File: src/rtl/hazard_pkg.sv
// Shared definitions for the pipeline hazard/stall controller.
//   hz_state_e  : memory-wait FSM states (RUN = normal flow, WAIT = frozen on data memory)
//   NOP_INSTR   : encoding of the bubble instruction (addi x0,x0,0) loaded on flush/bubble
//   PRIO_*      : relative priority of the three hazard sources (higher wins)
package hazard_pkg;

  typedef enum logic {
    RUN  = 1'b0,
    WAIT = 1'b1
  } hz_state_e;

  localparam logic [31:0] NOP_INSTR = 32'h00000013;

  localparam int PRIO_FREEZE   = 2;
  localparam int PRIO_BRANCH   = 1;
  localparam int PRIO_LOAD_USE = 0;

endpackage

File: src/rtl/sat_counter.sv
// Saturating up-counter.
//   clk    : rising-edge clock
//   clr_n  : synchronous clear, active low
//   en     : count this cycle
//   count  : current value, sticks at all-ones
module sat_counter #(
  parameter int W = 16
) (
  input  logic         clk,
  input  logic         clr_n,
  input  logic         en,
  output logic [W-1:0] count
);

  always_ff @(posedge clk) begin
    if (!clr_n) begin
      count <= '0;
    end else if (en && (count != {W{1'b1}})) begin
      count <= count + 1'b1;
    end
  end

endmodule

File: src/rtl/hazard_stall_unit.sv
// Stall/flush controller for the 5-stage RV32 pipeline.
// Resolves what forwarding cannot: load-use (one bubble), taken branches
// (flush IF/ID + ID/EX) and multi-cycle data-memory accesses (full freeze).
//   clk, rst_n                 : clock, synchronous active-low reset
//   IFID_rs1/rs2/uses_rs2      : source registers of the instruction in ID
//   IDEX_rd/IDEX_MemRead       : destination / load flag of the instruction in EX
//   branch_taken               : EX resolved a taken branch/jump
//   dmem_req/dmem_ready        : data-memory handshake from MEM
//   PC_write, IFID_write       : enables for PC and IF/ID
//   IFID_flush, IDEX_bubble    : NOP insertion into IF/ID and ID/EX
//   pipe_freeze                : hold ID/EX, EX/MEM, MEM/WB
//   stall_cnt, flush_cnt       : saturating event counters
//   mem_timeout                : sticky, a request waited MEM_TIMEOUT frozen cycles
module hazard_stall_unit
  import hazard_pkg::*;
#(
  parameter int CNT_W       = 16,
  parameter int MEM_TIMEOUT = 64,
  parameter int TO_W        = 7
) (
  input  logic             clk,
  input  logic             rst_n,
  input  logic [4:0]       IFID_rs1,
  input  logic [4:0]       IFID_rs2,
  input  logic             IFID_uses_rs2,
  input  logic [4:0]       IDEX_rd,
  input  logic             IDEX_MemRead,
  input  logic             branch_taken,
  input  logic             dmem_req,
  input  logic             dmem_ready,
  output logic             PC_write,
  output logic             IFID_write,
  output logic             IFID_flush,
  output logic             IDEX_bubble,
  output logic             pipe_freeze,
  output logic [CNT_W-1:0] stall_cnt,
  output logic [CNT_W-1:0] flush_cnt,
  output logic             mem_timeout
);

  hz_state_e       state_reg, state_next;
  logic [TO_W-1:0] wait_cnt_reg;
  logic            timeout_reg;
  logic            lu, frz;
  logic            stall_en, flush_en;

  // x0 is hardwired zero, so a load targeting it never creates a dependency.
  assign lu = IDEX_MemRead && (IDEX_rd != 5'd0) &&
              ((IDEX_rd == IFID_rs1) || (IFID_uses_rs2 && (IDEX_rd == IFID_rs2)));

  // In WAIT the request is already outstanding, so dmem_req is not re-checked.
  assign frz = (state_reg == RUN)  ? (dmem_req && !dmem_ready)
                                   : !dmem_ready;

  // Priority: freeze > branch flush > load-use. Outputs stay at the
  // free-running values while reset is held.
  always_comb begin
    PC_write    = 1'b1;
    IFID_write  = 1'b1;
    IFID_flush  = 1'b0;
    IDEX_bubble = 1'b0;
    pipe_freeze = 1'b0;
    state_next  = state_reg;
    if (rst_n) begin
      if (frz) begin
        PC_write    = 1'b0;
        IFID_write  = 1'b0;
        pipe_freeze = 1'b1;
      end else if (branch_taken) begin
        IFID_flush  = 1'b1;
        IDEX_bubble = 1'b1;
      end else if (lu) begin
        PC_write    = 1'b0;
        IFID_write  = 1'b0;
        IDEX_bubble = 1'b1;
      end
      state_next = frz ? WAIT : RUN;
    end
  end

  always_ff @(posedge clk) begin
    if (!rst_n) begin
      state_reg    <= RUN;
      wait_cnt_reg <= '0;
      timeout_reg  <= 1'b0;
    end else begin
      state_reg <= state_next;
      if (!frz) begin
        wait_cnt_reg <= '0;
      end else if (state_reg == RUN) begin
        wait_cnt_reg <= TO_W'(1);
      end else if (wait_cnt_reg != TO_W'(MEM_TIMEOUT)) begin
        wait_cnt_reg <= wait_cnt_reg + 1'b1;
      end
      // Flag only; the FSM keeps waiting for the memory.
      if ((state_reg == WAIT) && !dmem_ready &&
          (wait_cnt_reg == TO_W'(MEM_TIMEOUT - 1))) begin
        timeout_reg <= 1'b1;
      end
    end
  end

  assign mem_timeout = timeout_reg;

  // A branch squashes the load-use consumer, so that cycle is not a stall.
  assign stall_en = frz || (lu && !branch_taken);
  assign flush_en = !frz && branch_taken;

  sat_counter #(.W(CNT_W)) u_stall_cnt (
    .clk   (clk),
    .clr_n (rst_n),
    .en    (stall_en),
    .count (stall_cnt)
  );

  sat_counter #(.W(CNT_W)) u_flush_cnt (
    .clk   (clk),
    .clr_n (rst_n),
    .en    (flush_en),
    .count (flush_cnt)
  );

endmodule

File: config.mk
export PLATFORM = sky130hd
export DESIGN_NAME = hazard_stall_unit
export DESIGN_NICKNAME = d
export VERILOG_FILES = /design/src/rtl/hazard_pkg.sv /design/src/rtl/sat_counter.sv /design/src/rtl/hazard_stall_unit.sv
export SDC_FILE = /design/constraint.sdc
export NUM_CORES = 1
export LEC_CHECK = 0
export BUFFER_PORTS_ARGS = -buffer_cell sky130_fd_sc_hd__buf_2
export CAP_MARGIN = 20
export CORE_AREA = 2 2 67 69
export CTS_CLUSTER_SIZE = 40
export DETAILED_ROUTE_END_ITERATION = 12
export DIE_AREA = 0 0 69 71
export PLACE_DENSITY = 0.75
export SYNTH_ARGS = -nofsm -noshare
export SYNTH_HDL_FRONTEND = slang
export SYNTH_SLANG_ARGS = --single-unit
File: constraint.sdc
create_clock -name clk -period 2.25 [get_ports clk]
set_input_delay 0.1125 -clock clk [delete_from_list [all_inputs] [get_ports clk]]
set_output_delay 0.1125 -clock clk [all_outputs]
set_load 0.01 [all_outputs]
# Word-level counts from Yosys, hierarchy flattened
# Index checks and enable logic that the tools add are counted.
# op_classes
muxes	16
eq_ne	7
reduce_logical	18
add_sub_neg	3
# op_table
op	n
16-bit by 1-bit adder with 16-bit output (second input constant)	2
16-bit != test (second input constant)	2
1-bit two-way mux	16
5-bit == test	2
1-bit logical AND	10
7-bit by 1-bit adder with 7-bit output (second input constant)	1
7-bit by 6-bit == test with 1-bit output (second input constant)	1
7-bit != test (second input constant)	1
5-bit nonzero test	1
1-bit zero test	3
3-bit AND reduction	1
1-bit logical OR	2
2-bit by 1-bit != test with 1-bit output (second input constant)	1
2-bit AND reduction	1
# word_totals
register_bits	41
input_bits	22
output_inout_bits	38
elab_cells	50

# Longest topological paths before layout
# logic_depth
word_depth	8
depth_mapped	8
mapped_depth_nobuf	7

# Modules after synthesis
# From an unflattened synthesis, not the netlist that was laid out.
# hier_totals
hier_cells	260
hier_area_um2	2248.4
# modules_own_cells
module	seq_area_each_um2	area_each_um2	cells_per_inst	n_inst
sat_counter	320.3	837.1	97	2
hazard_stall_unit	180.2	574.3	66	1

# Worst setup path after synthesis
# No wires, ideal clock.
# synth_timing
path_type	register to register
startpoint	register u_stall_cnt.count[0]
endpoint	register u_stall_cnt.count[7]
slack_ns	0.182
required_time_ns	2.135
synth_period_minus_slack_ns	2.068
setup_ns	0.115
path_buffers	2
stages_incl_launch_ff	8
arrival_ns	1.953
path_cell_list	dfxtp_1 ha_1 nand3_1 nor4_1 clkbuf_1 clkbuf_1 nor4_1 o21a_1
# synth_via
elab_chain_cells	2
word_cells_on_any_way	3
cone_classes	add/sub (1); eq/ne (1); reduce/logical (1)
# synth_rtl
element	line	rtl
start, declared	sat_counter.sv:12	output logic [W-1:0] count
start signal, assigned	sat_counter.sv:19	count <= count + 1'b1;
branches (longest 2 deep; another with 16-bit by 1-bit adder with 16-bit output)	--	
# Several ways; the timed one is not identified.
# A chain may end at the register's enable or synchronous reset.

# Final worst setup path
# layout_timing
startpoint	register u_flush_cnt.count[8]
endpoint	register u_flush_cnt.count[9]
# layout_via
elab_chain_cells	2
word_cells_on_any_way	3
cone_classes	add/sub (1); eq/ne (1); reduce/logical (1)
# layout_rtl
element	line
start, declared	sat_counter.sv:12
start signal, assigned	sat_counter.sv:19
branches (longest 2 deep; another with 16-bit by 1-bit adder with 16-bit output)	--
# Several ways; the timed one is not identified.

==> reports/qor.yml <==
power_and_ir_drop:
  peakVddDrop_v: 0.0003293
  p_per_area_mw_per_mm2: 507.2
  p_leak_nw: 1.068
setup_path:
  cp.required_ps: 2410
  cpMostUsedCell: "and4_1"
  path_cells: "and4_1 > and4_1 > a2111oi_2 > nand4_1 > xor2_1 > nor2_1"
  critPathKind: "reg -> reg"
  max_stage_delay_ps: 560
  cp-start-kind: "register"
  path_buf_inv: 0
  crit_fanout: 6
  crit_arrival_ps: 2100
  endpoint_kind: "register"
  slowest_stage: "a2111oi_2"
  crit_family: "simple AND/OR/NAND/NOR gates"
global_route:
  antenna_found_initial: 0
  grt_max_degree: 29
  grt_pass1_wl_mm: 7.845
  grt-ovfl-total: 0
  track_usage: 0.1933
  grt_pass1_vias: 1784
timing:
  rsz0062_at_grt: "no"
  finalMaxSlewViolations: 0
  fin_crit_sh: 0.8634
  worst_pin_slew_ps: 577.8
  max_clock_freq_mhz: 514.8
  final-setup-viol-count: 0
  skew_ps: 5.667
  hold_viol_final: 0
  fin_crit_ps: 1943
  slew_headroom: 0.6141
  fin_setup_tns_ps: 0
synthesis:
  synth_ff_type: "dfxtp_1"
  yosys_warnings: 0
  synth_area_sq_mm: 0.002125
  syn-num-nets: 275
  synth_cell_type_count: 41
  yosysMostFrequentCell: "dfxtp_1"
  synth_top_area_cell: "dfxtp_1"
  synth_top_area_frac: 0.3863
  async_flop_share: 0
  seq_area_frac_synth: 0.3863
  syn_inst: 249
  yosys-top-cells-count: "dfxtp_1, nor2_1, xor2_1"
  avgSynthCellArea_sq_um: 8.532
  synth-edff-count: 0
  synth-seq-cells: 41
  synthTopCellsByArea: "dfxtp_1, xor2_1, nor2_1"
die:
  rows: 24
  coreArea_sq_mm: 0.004204
  fp.dieW_microns: 69
  initial_core_util: 0.5054
  die-area_sq_mm: 0.004899
  ioPinCount: 60
  die-height_microns: 71
clocking:
  post_cts_resized: 0
  post_cts_buffers: 0
  ctsHtreeMaxLevel: 2
  clkTransAtPathRegs_ps: 80
  clk_latency_ps: 290
  cts_sinks: 41
  hold_buffers: 0
  cts_buffers: 5
  cts_buffer_depth: 2
  cts_tree: "done"
  clock-root-buffer: "clkbuf_8"
job:
  drv_cap: 0
routing:
  first_pass_iters: 4
  viasPerCell: 5.503
  routedWlPerCell_microns: 12.74
  post-route-drc-count: 0
  drtIter0Drc: 90
  postRouteAntennaNets: 0
  dr_total_vias: 1992
  finalWirelength_mm: 4.612
placement:
  gp_congestion: 0.8057
  dp.cells: 356
  dpl.hpwl_mm: 3.390
  portBuffers: 59
finish:
  drive_above_1_share: 0.2484
  insertedDiodeCount: 0
  final_util: 0.6128
  final_cells: 362
  final_nets: 337
  syn_to_final_growth_pct: 21.26
worst_hold_path:
  hold_path.class: "in -> reg"
status:
  status: "complete, no violations"
[placed cells by master, fill, tap and decap left out, types with 2 or more instances in the layout]
| master | instances |
|---|---|
| buf_2 | 59 |
| dfxtp_1 | 41 |
| nor2_1 | 31 |
| xor2_1 | 25 |
| nand2_1 | 20 |
| nand3_1 | 18 |
| nand4_1 | 10 |
| or4_1 | 9 |
| a21oi_1 | 9 |
| inv_1 | 7 |
| nand2b_1 | 7 |
| mux2i_1 | 6 |
| buf_4 | 6 |
| xnor2_1 | 5 |
| o31ai_1 | 5 |
| clkbuf_8 | 5 |
| nor3_1 | 4 |
| nor4_1 | 4 |
| ha_1 | 4 |
| o21ai_0 | 3 |
| o31a_1 | 3 |
| and3_1 | 3 |
| nor4_2 | 2 |
| o211a_1 | 2 |
| o41ai_1 | 2 |
| o21a_1 | 2 |
| nand3b_1 | 2 |
| nor4b_1 | 2 |
| and4_1 | 2 |
[power breakdown]
part / internal (mW) / switching [mW]
logic: 0.0548 / 0.0705
clock network: 0.204 / 0.234
registers: 0.733 / 0.0101
total: 0.992 / 0.315
[routing by layer]
metal  GRT usage  part of all wire  vias to the layer above  routed length (microns)
met5           0                 0                        -                        0
met4     0.06100            0.0015                        0                        7
met3     0.05128             0.035                        2                      161
met2      0.3494              0.51                       36                     2357
met1      0.2229              0.45                      948                     2085
li1            -                 -                     1006                        -
[path summary, 6_finish.rpt]
path / from / end / slack (ps) / cells past startpoint
max: u_flush_cnt.count[8]$_SDFFE_PN0P_ / u_flush_cnt.count[9]$_SDFFE_PN0P_ / 310 / 6
min: dmem_ready / mem_timeout$_SDFFE_PN0P_ / 160 / 4
max reg2reg: u_flush_cnt.count[8]$_SDFFE_PN0P_ / u_flush_cnt.count[9]$_SDFFE_PN0P_ / 310 / 6
min reg2reg: u_stall_cnt.count[15]$_SDFFE_PN0P_ / u_stall_cnt.count[15]$_SDFFE_PN0P_ / 470 / 2
[layout make-up]
type                       instances  area, sq um
clock buffer                       5        68.82
clock inverter                     1        5.005
fill                             396         1628
inverter                           7        26.28
multi-input combinational        190         1230
sequential                        41        820.8
tap                               52        65.06
timing repair buffer              66        360.3
[stage by stage]
stage | hold slack, ps | power (mW) | instance area, sq um | worst slack [ps]
after floorplan | 262.0 | 0.8324 | 2125 | 182.4
after global placement | 431.2 | 0.8828 | 2502 | 167.6
after detailed placement | 455.0 | 0.8856 | 2502 | 145.6
after CTS | 143.3 | 1.326 | 2576 | 281.9
after global routing | 167.2 | 1.370 | 2576 | 91.92
final | 155.0 | 1.307 | 2576 | 307.3
[logic make-up (layout without fill, tap and decap cells)]
family                   Yosys count  count (layout)  synth area share
multiplexers                       6               6           0.02827
AND/OR/NAND/NOR                  117             117            0.2880
buffers and inverters             18              79           0.03769
adder cells (fa/ha/maj)            4               4           0.02356
XOR/XNOR                          30              30            0.1237
AO/OA/AOI/OAI                     33              33            0.1125
flip-flops                        41              41            0.3863
[worst register-to-register path: cells and delay by family, from the launching register on]
kind | cells | cell delay (ps)
XOR/XNOR | 1 | 150
flip-flops | 1 | 340
AND/OR/NAND/NOR | 4 | 760
AO/OA/AOI/OAI | 1 | 560
No activity file was read; power rests on OpenSTA's default activity.
